--- config.mk ---
export PLATFORM = sky130hd
export DESIGN_NAME = fetch_pc_unit
export DESIGN_NICKNAME = d
export VERILOG_FILES = /design/src/rtl/fetch_pc_unit.sv
export SDC_FILE = /design/constraint.sdc
export NUM_CORES = 1
export LEC_CHECK = 0
export ABC_CLOCK_PERIOD_IN_PS = 2300
export CAP_MARGIN = 10
export CORE_AREA = 2 2 92 94
export DETAILED_ROUTE_END_ITERATION = 7
export DIE_AREA = 0 0 94 96
export PLACE_DENSITY = 0.74
export SLEW_MARGIN = 20
export SYNTH_ARGS = -nofsm -noshare
export SYNTH_HDL_FRONTEND = slang
export SYNTH_SLANG_ARGS = --single-unit
--- constraint.sdc ---
create_clock -name clk -period 2.3 [get_ports clk]
set_input_delay 0.46 -clock clk [delete_from_list [all_inputs] [get_ports clk]]
set_output_delay 0.46 -clock clk [all_outputs]
set_load 0.01 [all_outputs]
--- src/rtl/fetch_pc_unit.sv ---
// Instruction-fetch stage: owns the PC, drives a 1-cycle-latency instruction
// memory, squashes wrong-path fetches on redirect and absorbs decode stalls.
module fetch_pc_unit #(
  parameter int                     PC_WIDTH    = 16,
  parameter int                     INSTR_WIDTH = 16,
  parameter logic [PC_WIDTH-1:0]    RESET_PC    = '0
) (
  input  logic                   clk,
  input  logic                   rst_n,
  input  logic                   stall,
  input  logic                   branch_taken,
  input  logic [PC_WIDTH-1:0]    branch_target,
  input  logic                   jump,
  input  logic [PC_WIDTH-1:0]    jump_target,
  output logic [PC_WIDTH-1:0]    imem_addr,
  input  logic [INSTR_WIDTH-1:0] imem_rdata,
  output logic [INSTR_WIDTH-1:0] if_instr,
  output logic [PC_WIDTH-1:0]    if_pc,
  output logic [PC_WIDTH-1:0]    if_pc_plus1,
  output logic                   if_valid,
  output logic                   id_flush
);

  typedef enum logic [1:0] {BOOT, RUN, HELD} state_e;

  state_e                 state_q;
  logic [PC_WIDTH-1:0]    pc_q;
  logic [PC_WIDTH-1:0]    req_pc_q;
  logic                   req_valid_q;
  logic [INSTR_WIDTH-1:0] hold_q;

  logic                   redirect;
  logic [PC_WIDTH-1:0]    target;

  // Branch wins over jump: it belongs to the older instruction.
  assign redirect = branch_taken | jump;
  assign target   = branch_taken ? branch_target : jump_target;

  always_ff @(posedge clk or negedge rst_n) begin
    if (!rst_n) begin
      state_q     <= BOOT;
      pc_q        <= RESET_PC;
      req_pc_q    <= '0;
      req_valid_q <= 1'b0;
      hold_q      <= '0;
    end else if (redirect) begin
      pc_q        <= target;
      req_valid_q <= 1'b0;
      state_q     <= RUN;
    end else begin
      case (state_q)
        BOOT: begin
          pc_q        <= pc_q + PC_WIDTH'(1);
          req_pc_q    <= pc_q;
          req_valid_q <= 1'b1;
          state_q     <= RUN;
        end
        RUN: begin
          if (stall) begin
            hold_q  <= imem_rdata;
            state_q <= HELD;
          end else begin
            pc_q        <= pc_q + PC_WIDTH'(1);
            req_pc_q    <= pc_q;
            req_valid_q <= 1'b1;
          end
        end
        HELD: begin
          // pc was frozen, so memory already re-reads the successor word.
          if (!stall) begin
            pc_q        <= pc_q + PC_WIDTH'(1);
            req_pc_q    <= pc_q;
            req_valid_q <= 1'b1;
            state_q     <= RUN;
          end
        end
        default: state_q <= BOOT;
      endcase
    end
  end

  always_comb begin
    if_instr = imem_rdata;
    if_valid = req_valid_q;
    if (state_q == BOOT) begin
      if_instr = '0;
      if_valid = 1'b0;
    end else if (state_q == HELD) begin
      if_instr = hold_q;
    end
  end

  assign imem_addr   = pc_q;
  assign if_pc       = req_pc_q;
  assign if_pc_plus1 = req_pc_q + PC_WIDTH'(1);
  assign id_flush    = branch_taken;

endmodule

==> metrics.csv <==
metric,value,unit
Max clock buf depth,2,
Nets,528,
vias in the first global route,2797,
share of cells above drive strength 1,23.50,%
DRC viols,0,
FF-to-FF End,imem_addr[14]$_DFFE_PN0P_,
htree depth,2,
Slew @ Worst Pin,0.3948,ns
Core Region,8051,um^2
Final Non-Filler Cells,573,
crit path DAT,1.77,ns
Initial Utilization,37.68,%
DRT iter0 DRCs,116,
minimum clock period,2.226,ns
CTS tree,yes,
peak supply drop,0.3024,mV
final worst-path cycle share,96.79,%
antenna diode count,0,
largest net degree at the start of global routing,28,
Final Setup Violations,0,
Inst Count DP,553,
total number of vias,2916,
WP data required,1.84,ns
Die Ht,96,um
Final ANT Viol Nets,0,
"CTS clk-pin slew, worst paths",0.09,ns
Setup crit end kind,output port,
Yosys cell types,44,
syn nets,366,
Peak Freq,0.4492,GHz
top cell type's share of synthesized area,42.06,%
hpwl dp,6683,um
clock skew after layout,0.005205,ns
first-pass GRT wire length,13520,um
peak fanout along the critical path,3,
TritonCTS buffer count,5,
Sink Count,51,
Die Area,9024,um^2
Area contributors post-synth,"dfrtp_1, mux2_2, mux2i_1",
clk_lat worst skew,0.30,ns
antenna violations before repair,0,
Min-Delay Path Class,input port to asynchronous set/reset pin,
R2R cell count,7,
RSZ-0062 raised after global routing,true,
gr ovfl total,0,
synthesized flop and latch total,51,
synthesized area per cell,9.916,um^2
"count leader, synth",dfrtp_1,
Horiz. Die Dim,94,um
sequential area share after synthesis,42.06,%
cells after synthesis,306,
Post-Syn Area,3034,um^2
"EDFF count, synth",0,
Worst R2R Start,state_q[1]$_DFFE_PN0P_,
router iterations before antenna repair,4,
row cnt,33,
clock root cell,clkbuf_8,
outcome,"finished, final reports clean",
Synth top cells by count,"dfrtp_1, mux2_2, nor2_1, mux2i_1, nand2_1",
drt wl/cell,14.79,um
critical path class,flip-flop to output port,
GRT Total Usage,18.97,%
"Top FF cell, synth",dfrtp_1,
CP Launch Type,flip-flop,
RePlAce Congestion,0.8647,
final core occ,60.06,%
Post-synth ARST share,100.0,%
final wirelength,8476,um
max-cap violations,0,
max_slew headroom,73.52,%
warnings from Yosys,0,
r2r setup slk,0.09,ns
PwrDens,671.5,nW/um^2
Via density,5.089,
Lkg Pwr,2.010,nW
Fin. Hold Viols,0,
Port Buffers,118,
synthesis-to-finish area growth,59.38,%
Top-Level Pins,119,
max-slew violation count,0,
"area leader, netlist",dfrtp_1,
## worst max-delay path: stages (launching register included)
cell and delay (ns):
dfrtp_1 0.37, buf_6 0.12, ha_4 0.12, nand4_1 0.12
buf_4 0.17, nor2_1 0.15, xor2_1 0.18, clkdlybuf4s15_2 0.24
## through the flow
stage                     cell area, um^2  setup WS [ns]  total power, mW  TNS (ns)  hold WS, ns
after floorplan                      3047        0.01501            1.824         0       0.1644
after global placement               4621       -0.08152            2.658   -0.3388       0.3465
after detailed placement             4621        -0.1044            2.701   -0.5089       0.3527
after CTS                            4761       0.007601            3.245         0      0.02393
after global routing                 4836       -0.03754            3.445  -0.05399      0.02723
final                                4836        0.07394            3.248         0      0.02570
## layout make-up
| cell class | count | area (um^2) |
|---|---|---|
| clock inverters | 2 | 37.54 |
| multi-input cells | 229 | 1698 |
| inverters | 9 | 36.28 |
| repair buffers | 172 | 1587 |
| flip-flops and latches | 51 | 1277 |
| well taps | 105 | 131.4 |
| fillers | 704 | 3216 |
| clock buffers | 5 | 68.82 |
## worst max-delay path by stage
| stage | start | end | slack (ns) | cells past startpoint |
|---|---|---|---|---|
| finish | if_pc[1]$_DFFE_PN0P_ | if_pc_plus1[8] | 0.07 | 7 |
| global placement | stall | imem_addr[13]$_DFFE_PN0P_ | -0.08 | 5 |
| floorplan | state_q[0]$_DFFE_PN0P_ | imem_addr[11]$_DFFE_PN0P_ | 0.02 | 8 |
| CTS | if_pc[1]$_DFFE_PN0P_ | if_pc_plus1[8] | 0.008 | 7 |
| detailed placement | stall | imem_addr[13]$_DFFE_PN0P_ | -0.10 | 5 |
| global route | if_pc[1]$_DFFE_PN0P_ | if_pc_plus1[12] | -0.04 | 8 |
## layout by cell type (no fill, tap or decap), types with 2 or more instances in the layout
cell / netlist / layout
clkdlybuf4s50_1: 0 / 88
dfrtp_1: 51 / 50
buf_4: 1 / 49
mux2_2: 30 / 30
nor2_1: 29 / 28
dlygate4sd2_1: 0 / 23
mux2i_1: 18 / 18
nand2_1: 16 / 16
nand3_1: 15 / 15
nor2b_1: 10 / 10
xor2_1: 9 / 9
xnor2_1: 8 / 8
o21ai_0: 8 / 8
a211oi_1: 8 / 8
a31oi_1: 8 / 8
nor3_1: 8 / 8
nand4_1: 7 / 7
inv_1: 9 / 7
or4_1: 6 / 5
o31ai_1: 5 / 5
clkbuf_8: 0 / 5
o22ai_1: 4 / 4
a21oi_1: 4 / 4
ha_1: 7 / 4
or3_1: 3 / 3
a22oi_1: 3 / 3
ha_4: 0 / 3
buf_12: 0 / 3
and4_1: 2 / 2
and3_1: 2 / 2
nand2b_1: 2 / 2
or2_2: 2 / 2
a21boi_0: 2 / 2
buf_2: 3 / 2
clkbuf_2: 0 / 2
buf_6: 1 / 2
## sequential cells by signal, indices dropped and copies added (netlist names)
signal	cells
imem_addr	16
state_q	2
hold_q	16
req_valid_q	1
if_pc	16
## cells by family after synthesis
group | after synthesis | synth area share (%)
muxes | 48 | 17.07
xor gates and xnor gates | 17 | 4.907
buffers and inverters | 26 | 3.711
and+or+nand+nor | 110 | 18.93
adders and majority gates | 7 | 2.886
AOI/OAI and AO/OA | 47 | 10.43
DFF | 51 | 42.06
## routing by layer
metal	wire length [um]	GRT usage (%)	up-vias
li1	-	-	1436
met1	3627	24.81	1400
met2	4346	32.32	72
met3	361	2.741	8
met4	141	6.522	0
met5	0	0	-
## timing repair
| item | 4_1_cts | 5_1_grt |
|---|---|---|
| buffers inserted | 6 | 7 |
| gates resized for setup | 39 | 12 |
| setup endpoints to repair | 28 | 19 |
| hold buffers | 0 | 0 |
| cloned | 0 | 0 |
| pin swaps | 1 | 3 |
## power breakdown
part	total, mW	switching [mW]	internal (mW)
Sequential	1.23	0.149	1.08
Combinational	1.42	0.590	0.825
Clock	0.599	0.281	0.318
Power figures use the tool's default switching activity.
